[config.mk]
export PLATFORM = sky130hd
export DESIGN_NAME = framebuffer_writer_flat
export DESIGN_NICKNAME = d
export VERILOG_FILES = /design/src/rtl/led_panel_pkg.sv /design/src/rtl/framebuffer_writer_if.sv /design/src/rtl/framebuffer_writer.sv /design/src/flat_wrapper.sv
export SDC_FILE = /design/constraint.sdc
export NUM_CORES = 1
export LEC_CHECK = 0
export ABC_CLOCK_PERIOD_IN_PS = 2850
export CAP_MARGIN = 5
export CORE_ASPECT_RATIO = 1.4
export CORE_UTILIZATION = 46
export CTS_CLUSTER_SIZE = 14
export DETAILED_ROUTE_END_ITERATION = 6
export PLACE_DENSITY = 0.9
export SETUP_SLACK_MARGIN = 0.4
export SYNTH_ARGS = -nofsm -noshare
export SYNTH_HDL_FRONTEND = slang
export SYNTH_SLANG_ARGS = --single-unit
export TNS_END_PERCENT = 50
[constraint.sdc]
create_clock -name clk -period 2.85 [get_ports clk]
set_input_delay 0.57 -clock clk [delete_from_list [all_inputs] [get_ports clk]]
set_output_delay 0.57 -clock clk [all_outputs]
set_load 0.005 [all_outputs]
[src/rtl/led_panel_pkg.sv]
// Shared LED panel definitions: geometry, RAM address width, pixel layout
// and the frame writer state encoding. The panel driver imports this too.
package led_panel_pkg;

  localparam int PANEL_COLS = 64;
  localparam int PANEL_ROWS = 32;
  localparam int HALF_ROWS  = PANEL_ROWS / 2;
  localparam int ADDR_W     = 11;
  localparam int PIX_W      = 24;

  // Pixel field offsets inside the 24-bit pixel word.
  localparam int RED_LSB    = 0;
  localparam int GREEN_LSB  = 8;
  localparam int BLUE_LSB   = 16;
  localparam int FIELD_W    = 8;

  typedef enum logic [1:0] {
    IDLE      = 2'd0,
    WRITE     = 2'd1,
    SWAP_WAIT = 2'd2
  } fb_state_e;

endpackage

[src/rtl/framebuffer_writer_if.sv]
// Pixel stream into the frame writer: valid/ready handshake with a
// start-of-frame marker on the first pixel.
interface framebuffer_writer_if #(
  parameter int DATA_W = 24
);
  logic              in_valid;
  logic              in_ready;
  logic [DATA_W-1:0] in_data;
  logic              in_sof;

  modport master (output in_valid, output in_data, output in_sof, input in_ready);
  modport slave  (input in_valid, input in_data, input in_sof, output in_ready);
endinterface

[src/rtl/framebuffer_writer.sv]
// Frame writer: scans an incoming pixel stream into the back half of a
// double-buffered panel RAM (split into hi/lo row halves), then requests a
// buffer swap and waits for the panel driver to take it.
module framebuffer_writer
  import led_panel_pkg::*;
#(
  parameter int COLS   = PANEL_COLS,
  parameter int ROWS   = PANEL_ROWS,
  parameter int DATA_W = PIX_W
) (
  input  logic              clk,
  input  logic              rst,
  framebuffer_writer_if.slave pix,
  output logic [ADDR_W-1:0] wr_addr,
  output logic [DATA_W-1:0] wr_data,
  output logic              wr_en_hi,
  output logic              wr_en_lo,
  output logic              selected_buffer,
  input  logic              actual_buffer,
  output logic              frame_done,
  output logic              sof_error,
  output logic [15:0]       drop_count
);

  localparam int COL_W = $clog2(COLS);
  localparam int ROW_W = $clog2(ROWS);
  localparam logic [COL_W-1:0] COL_LAST = COL_W'(COLS - 1);
  localparam logic [ROW_W-1:0] ROW_LAST = ROW_W'(ROWS - 1);
  localparam logic [ROW_W-1:0] ROW_HALF = ROW_W'(ROWS / 2);

  function automatic logic [15:0] sat_inc16(input logic [15:0] v);
    return (v == 16'hFFFF) ? v : v + 16'd1;
  endfunction

  fb_state_e        state_q, state_d;
  logic [ROW_W-1:0] row_q, row_d;
  logic [COL_W-1:0] col_q, col_d;
  logic             sel_q, sel_d;
  logic             sof_err_q, sof_err_d;
  logic             done_q, done_d;
  logic [15:0]      drop_q, drop_d;

  logic             vld_p0;
  logic [ROW_W-1:0] row_p0;
  logic [COL_W-1:0] col_p0;

  logic              vld_p1;
  logic              lo_half_p1;
  logic [ADDR_W-1:0] wr_addr_p1;
  logic [DATA_W-1:0] wr_data_p1;

  // Ready is decoded from state only, so it never depends on in_valid.
  assign pix.in_ready = (state_q != SWAP_WAIT);

  // Next-state, write position and counter/flag updates.
  always_comb begin
    state_d   = state_q;
    row_d     = row_q;
    col_d     = col_q;
    sel_d     = sel_q;
    sof_err_d = sof_err_q;
    done_d    = 1'b0;
    drop_d    = drop_q;
    vld_p0    = 1'b0;
    row_p0    = row_q;
    col_p0    = col_q;

    case (state_q)
      IDLE: begin
        if (pix.in_valid) begin
          if (pix.in_sof) begin
            vld_p0 = 1'b1;
            row_p0 = '0;
            col_p0 = '0;
          end else begin
            drop_d = sat_inc16(drop_q);
          end
        end
      end
      WRITE: begin
        if (pix.in_valid) begin
          vld_p0 = 1'b1;
          // An SOF mid-frame restarts the scan at the origin of the same buffer.
          if (pix.in_sof) begin
            row_p0 = '0;
            col_p0 = '0;
            if ((row_q != '0) || (col_q != '0)) sof_err_d = 1'b1;
          end
        end
      end
      SWAP_WAIT: begin
        if (actual_buffer == sel_q) begin
          done_d  = 1'b1;
          state_d = IDLE;
        end
      end
      default: state_d = IDLE;
    endcase

    if (vld_p0) begin
      if (col_p0 == COL_LAST) begin
        col_d = '0;
        if (row_p0 == ROW_LAST) begin
          row_d   = '0;
          sel_d   = ~sel_q;
          state_d = SWAP_WAIT;
        end else begin
          row_d   = row_p0 + 1'b1;
          state_d = WRITE;
        end
      end else begin
        col_d   = col_p0 + 1'b1;
        row_d   = row_p0;
        state_d = WRITE;
      end
    end
  end

  // Control state, counters and sticky flags.
  always_ff @(posedge clk) begin
    if (rst) begin
      state_q   <= IDLE;
      row_q     <= '0;
      col_q     <= '0;
      sel_q     <= 1'b0;
      sof_err_q <= 1'b0;
      done_q    <= 1'b0;
      drop_q    <= '0;
    end else begin
      state_q   <= state_d;
      row_q     <= row_d;
      col_q     <= col_d;
      sel_q     <= sel_d;
      sof_err_q <= sof_err_d;
      done_q    <= done_d;
      drop_q    <= drop_d;
    end
  end

  // ---- stage p0 -> p1: registered RAM write port ----
  // The back buffer is sampled with the beat, before any swap toggles sel_q.
  always_ff @(posedge clk) begin
    if (rst) begin
      vld_p1     <= 1'b0;
      lo_half_p1 <= 1'b0;
      wr_addr_p1 <= '0;
      wr_data_p1 <= '0;
    end else begin
      vld_p1     <= vld_p0;
      lo_half_p1 <= (row_p0 >= ROW_HALF);
      wr_addr_p1 <= {~sel_q, row_p0[ROW_W-2:0], col_p0};
      wr_data_p1 <= pix.in_data;
    end
  end

  assign wr_addr         = wr_addr_p1;
  assign wr_data         = wr_data_p1;
  assign wr_en_hi        = vld_p1 & ~lo_half_p1;
  assign wr_en_lo        = vld_p1 &  lo_half_p1;
  assign selected_buffer = sel_q;
  assign frame_done      = done_q;
  assign sof_error       = sof_err_q;
  assign drop_count      = drop_q;

endmodule

[src/flat_wrapper.sv]
// flat-port wrapper written by rule: the top's interface ports become plain ports
module framebuffer_writer_flat import led_panel_pkg::*;
#(
  parameter int COLS   = PANEL_COLS,
  parameter int ROWS   = PANEL_ROWS,
  parameter int DATA_W = PIX_W
)
  (clk, rst, wr_addr, wr_data, wr_en_hi, wr_en_lo, selected_buffer, actual_buffer, frame_done, sof_error, drop_count, pix_in_valid, pix_in_data, pix_in_sof, pix_in_ready);
  framebuffer_writer_if #(.DATA_W(DATA_W)) pix_i ();
  input  logic clk;
  input  logic rst;
  output logic [ADDR_W-1:0] wr_addr;
  output logic [DATA_W-1:0] wr_data;
  output logic wr_en_hi;
  output logic wr_en_lo;
  output logic selected_buffer;
  input  logic actual_buffer;
  output logic frame_done;
  output logic sof_error;
  output logic [15:0] drop_count;
  input wire logic [$bits(pix_i.in_valid)-1:0] pix_in_valid;
  input wire logic [$bits(pix_i.in_data)-1:0] pix_in_data;
  input wire logic [$bits(pix_i.in_sof)-1:0] pix_in_sof;
  output wire logic [$bits(pix_i.in_ready)-1:0] pix_in_ready;
  assign pix_i.in_valid = pix_in_valid;
  assign pix_i.in_data = pix_in_data;
  assign pix_i.in_sof = pix_in_sof;
  assign pix_in_ready = pix_i.in_ready;
  framebuffer_writer #(.COLS(COLS), .ROWS(ROWS), .DATA_W(DATA_W)) u_core (.clk(clk), .rst(rst), .pix(pix_i), .wr_addr(wr_addr), .wr_data(wr_data), .wr_en_hi(wr_en_hi), .wr_en_lo(wr_en_lo), .selected_buffer(selected_buffer), .actual_buffer(actual_buffer), .frame_done(frame_done), .sof_error(sof_error), .drop_count(drop_count));
endmodule
Yosys cells after proc, flatten, opt, wreduce, memory -nomap -nowiden
Cells that the tools add are included.
Storage, ports and cells
  register bits after elaboration: 69
  memory bits (read-only): 0
  memories kept: 0
  bits of input ports: 29
  bits in writable memories: 0
  latch bits: 0
  word-level logic and storage cells: 60
  output and inout bits: 57
Operators by class
  mux-type cells: 19
  divide/modulo/power cells: 0
  shift-type cells: 0
  $lt $le $gt $ge: 1
  bitwise gates (word level): 7
  $mul: 0
  reductions and logical operators: 10
  $add $sub $neg: 3
  equality and inequality tests: 9
Operators by type and width (number)
  5-bit 2-to-1 mux: 5
  6-bit 2-to-1 mux: 4
  16-bit by 1-bit adder with 16-bit output (second input constant): 1
  16-bit == test (second input constant): 1
  2-bit 2-to-1 mux: 4
  4-bit AND reduction: 2
  6-bit by 1-bit adder with 6-bit output (second input constant): 1
  6-bit == test (second input constant): 1
  6-bit nonzero test: 1
  5-bit by 1-bit adder with 5-bit output (second input constant): 1
  5-bit == test (second input constant): 1
  5-bit >= comparator (second input constant): 1
  1-bit NOT: 5
  5-bit nonzero test: 1
  1-bit 2-to-1 mux: 4
  2-bit one-hot mux with 2 select lines: 1
  2-bit OR reduction: 2
  3-bit by 1-bit != test with 1-bit output (second input constant): 1
  3-bit AND reduction: 1
  1-bit AND: 2
  2-bit by 1-bit == test with 1-bit output (second input constant): 1
  2-bit == test (second input constant): 1
  2-bit zero test: 1
  2-bit by 1-bit != test with 1-bit output (second input constant): 1
  other kinds (5): 5

Depth between registers and ports, before layout
  depth after elaboration: 7
  gate-level depth with buffers: 10
  mapped depth without buffers: 7

Least setup slack after synthesis
No wires, ideal clock.
  path kind: input -> register
  start point: input pix_in_valid
  end point: register u_core.sel_q, in the netlist u_core.selected_buffer
  path buffers: 3
  required time: 2.729 ns
  setup time: 0.121 ns
  slack: 0.316 ns
  cell stages on the path: 10
  arrival time: 2.413 ns
  cell sequence: and3b_1 -> clkbuf_1 -> clkbuf_1 -> nor2b_1 -> ha_1 -> and3_1 -> clkbuf_1 -> and3_1 -> nand2_1 -> mux2_2
Between the ends
  longest elaborated chain between the ends: 4
  elaborated cells between the ends (all ways): 10
RTL lines
  from (decl): RTL line flat_wrapper.sv:21  | input wire logic [$bits(pix_i.in_valid)-1:0] pix_in_valid;
  6-bit 2-to-1 mux: RTL line framebuffer_writer.sv:81  | if (pix.in_valid) begin
  6-bit 2-to-1 mux
  via u_core.col_p0[0]: RTL line framebuffer_writer.sv:45  | logic [COL_W-1:0] col_p0;
  6-bit == test: RTL line framebuffer_writer.sv:101  | if (col_p0 == COL_LAST) begin
  3-bit AND reduction (no line)
  to (signal assigned): RTL line framebuffer_writer.sv:133  | sel_q <= sel_d;
  to (decl): RTL line framebuffer_writer.sv:38  | logic sel_q, sel_d;
The timed path passes the listed nets, and every way through them passes these cells.
A chain may end at the register's enable or synchronous reset.

Worst setup path in the final report
  start point: input pix_in_valid
  end point: register u_core.drop_q[13], in the netlist u_core.drop_count[13]
Between the ends
  longest elaborated chain between the ends: 1
RTL lines
  4-bit AND reduction (no line)
  to (signal assigned): RTL line framebuffer_writer.sv:136  | drop_q <= drop_d;
  to (decl): RTL line framebuffer_writer.sv:41  | logic [15:0] drop_q, drop_d;
Every way passes these cells.

==> impl_metrics.tcl <==
set metrics [dict create \
    coreArea_mm2 0.005565 \
    n_fill_cell 445 \
    ys_seq_elements 69 \
    place_inst 433 \
    worst-setup-path-type "in2reg" \
    insertion_delay_ns 0.34 \
    crit_family "simple AND/OR/NAND/NOR gates" \
    holdWs_ns 0.4929 \
    cp_max_fo 8 \
    grt_overflow_total 0 \
    fin_setup_tns_ns 0 \
    ant_nets 0 \
    routabilityCongestion 0.8601 \
    synth-seq-area-share_pct 51.71 \
    die_w_um 66.41 \
    holdCritPathClass "reg2reg" \
    post-cts-setup-buffers 0 \
    netlist_instances 286 \
    die-area_mm2 0.006120 \
    cp_cell_sequence "clkdlybuf4s50_1 > or4b_4 > or4_4 > or3_1 > a21oi_1" \
    hold_violations 0 \
    antenna_cells 0 \
    grt_use_total_pct 22.65 \
    total_power_mw 2.044 \
    dp_hpwl_mm 4.614 \
    irDropWorstVdd_uv 318.6 \
    synth_fp_nets 319 \
    p_sw_mw 0.4463 \
    ys_types 45 \
    syn_area_mm2 0.002671 \
    synth_area_leaders "dfxtp_1, nor2b_1, a21oi_1" \
    antenna_found_initial 0 \
    worst_pin_slew_ns 0.7359 \
    slowest_stage "or4_4" \
    wl_per_cell_um 14.66 \
    grt_max_degree 28 \
    postSynthAreaPerCell_um2 9.340 \
    period_needed_ns 2.403 \
    power.leakage_nw 1.419 \
    drt_iter0_markers 144 \
    rsz0062_at_grt "yes" \
    stdcell_count 449 \
    start_kind "input port" \
    fin_area_mm2 0.003844 \
    slew_viol_final 0 \
    numCtsBuffers 9 \
    drive_gt1_share_pct 9.186 \
    cp.required_ns 3.12 \
    area_growth_pct 43.89 \
    cts-root-buf "clkbuf_8" \
    cp-end-kind "register" \
    p_clk_share_pct 43.5 \
    ctsLongestPathBuffers 2 \
    yosysTopAreaCell "dfxtp_1" \
    post-route-period-util_pct 84.33 \
    start_util_pct 48.00 \
    max_freq_mhz 416.1 \
    cp_num_buf_inv 1 \
    grt_pass1_wl_mm 10.50 \
    internal_power_mw 1.598 \
    power.share.switching_pct 21.83 \
    combPwrFrac_pct 7.6 \
    finalSetupViolations 0 \
    numPortBuffers 85 \
    rows 32 \
    place_area_mm2 0.003611 \
    slew-limit-headroom_pct 50.25 \
    critPathArrivalTime_ns 2.67 \
    slowest_delay_ns 0.57 \
    seqPwrFrac_pct 48.9 \
    drv_cap 0 \
    clkSinkCount 69 \
    htree_levels 3 \
    status "complete, no violations" \
    vias 2444 \
    yosys_warnings 0 \
    final_nets 409 \
    grt_pass1_vias 2333 \
    p_per_area_mw_per_mm2 531.8 \
    dr.pass1.iters 4 \
    path_clk_slew_ns 0.07 \
    drt_wl_total_mm 6.583 \
    routed_via_density 5.443 \
    fin_worst_skew_ns 0.006549 \
    synth.top_cell.area_share_pct 51.71 \
    cts_tree "yes" \
    drc 0 \
    die_y_um 92.17 \
    io_pins 86 \
]
## flip-flops by register name, summed over array words and instances (netlist names), 2 cells and up
register	count
u_core.wr_data	24
u_core.drop_count	16
u_core.wr_addr	11
u_core.col_q	6
u_core.row_q	5
u_core.state_q	2
## final timing paths
kind                                   startpoint                     to  slack (ns)  cells after the start
worst max-delay path                 pix_in_valid  u_core.drop_count[13]        0.45                      5
worst min-delay path             u_core.sof_error       u_core.sof_error        0.49                      2
worst max register to register  u_core.state_q[0]  u_core.drop_count[13]        0.74                      4
worst min register to register   u_core.sof_error       u_core.sof_error        0.49                      2
## synth_stat cells (all sizes together)
| master | count |
|---|---|
| dfxtp | 69 |
| nor2b | 34 |
| a21oi | 23 |
| o21ai | 17 |
| nor2 | 14 |
| and2 | 13 |
| nand2 | 12 |
| clkbuf | 11 |
| nand3 | 8 |
| nor4 | 8 |
| nand4 | 7 |
| nor3 | 6 |
| or3 | 6 |
| and3 | 5 |
| buf | 4 |
| ha | 4 |
| inv | 4 |
| nand2b | 3 |
| nand3b | 3 |
| o211ai | 3 |
| o31ai | 3 |
| or4 | 3 |
| a211oi | 2 |
| a31oi | 2 |
| and3b | 2 |
| mux2 | 2 |
| o311ai | 2 |
| o41ai | 2 |
| or2 | 2 |
| a221o | 1 |
| a22oi | 1 |
| a31o | 1 |
| a41oi | 1 |
| nand4b | 1 |
| nor3b | 1 |
| nor4b | 1 |
| nor4bb | 1 |
| o211a | 1 |
| o311a | 1 |
| or4b | 1 |
| xor2 | 1 |
## power by group through the flow
stage / sequential (mW) / combinational, mW / clock (mW)
6_report: 1.00 / 0.156 / 0.889
5_1_grt: 1.00 / 0.168 / 0.945
4_1_cts: 1.00 / 0.156 / 0.896
3_5_place_dp: 1.02 / 0.154 / 0
3_3_place_gp: 1.02 / 0.149 / 0
2_1_floorplan: 1.02 / 0.0534 / 0
## cell usage in the layout, fill, tap and decap left out, types with 9 or more instances in the layout
cell type / netlist / final
clkdlybuf4s50_1: 0 / 84
nand2_1: 12 / 12
and2_1: 13 / 13
a21oi_1: 23 / 22
nor2b_1: 34 / 34
o21ai_0: 17 / 17
buf_4: 0 / 9
dfxtp_1: 69 / 69
nor2_1: 14 / 14
clkbuf_8: 0 / 10
## cells by family after synthesis
logic type | Yosys count | synth area share, %
and+or+nand+nor | 131 | 28.90
adders and majority gates | 4 | 1.874
xor gates and xnor gates | 1 | 0.3279
buffers and inverters | 19 | 2.763
muxes | 2 | 0.8430
DFF | 69 | 51.71
AOI/OAI and AO/OA | 60 | 13.58
## worst min-delay path: stages, from the launching register on
cell	delay, ns
dfxtp_1	0.34
a31oi_1	0.05
nor2_1	0.07
## through the flow
stage / utilization [%] / setup WS [ns]
finish: 69.06 / 0.4466
global route: 69.06 / 0.3478
CTS: 68.97 / 0.4355
detailed placement: 64.88 / 0.006464
global placement: 64.88 / 0.06344
floorplan: - / 0.4057
## per-layer routing
layer  vias up  part of all wire (%)  track usage (%)  wire length, um
met3        18                   5.0            5.348              328
met1      1139                    39            24.41             2542
li1       1200                     -                -                -
met2        87                    54            39.71             3555
met4         0                   2.4            11.88              157
met5         -                     0                0                0
## repair_timing
item                       in CTS  in global routing
setup endpoints to repair       2                  7
gates resized for setup         1                  2
cloned                          0                  0
hold buffers                    0                  0
## cell type report
| class | count | area [um^2] | share of cell area, % |
|---|---|---|---|
| flip-flops and latches | 69 | 1381 | 35.94 |
| multi-input cells | 198 | 1225 | 31.87 |
| repair buffers | 94 | 913.4 | 23.76 |
| clock buffers | 10 | 137.6 | 3.581 |
| clock inverters | 6 | 86.33 | 2.246 |
| well taps | 68 | 85.08 | 2.214 |
| inverters | 4 | 15.01 | 0.3906 |
Note: power is estimated with default switching activity, not from simulation.
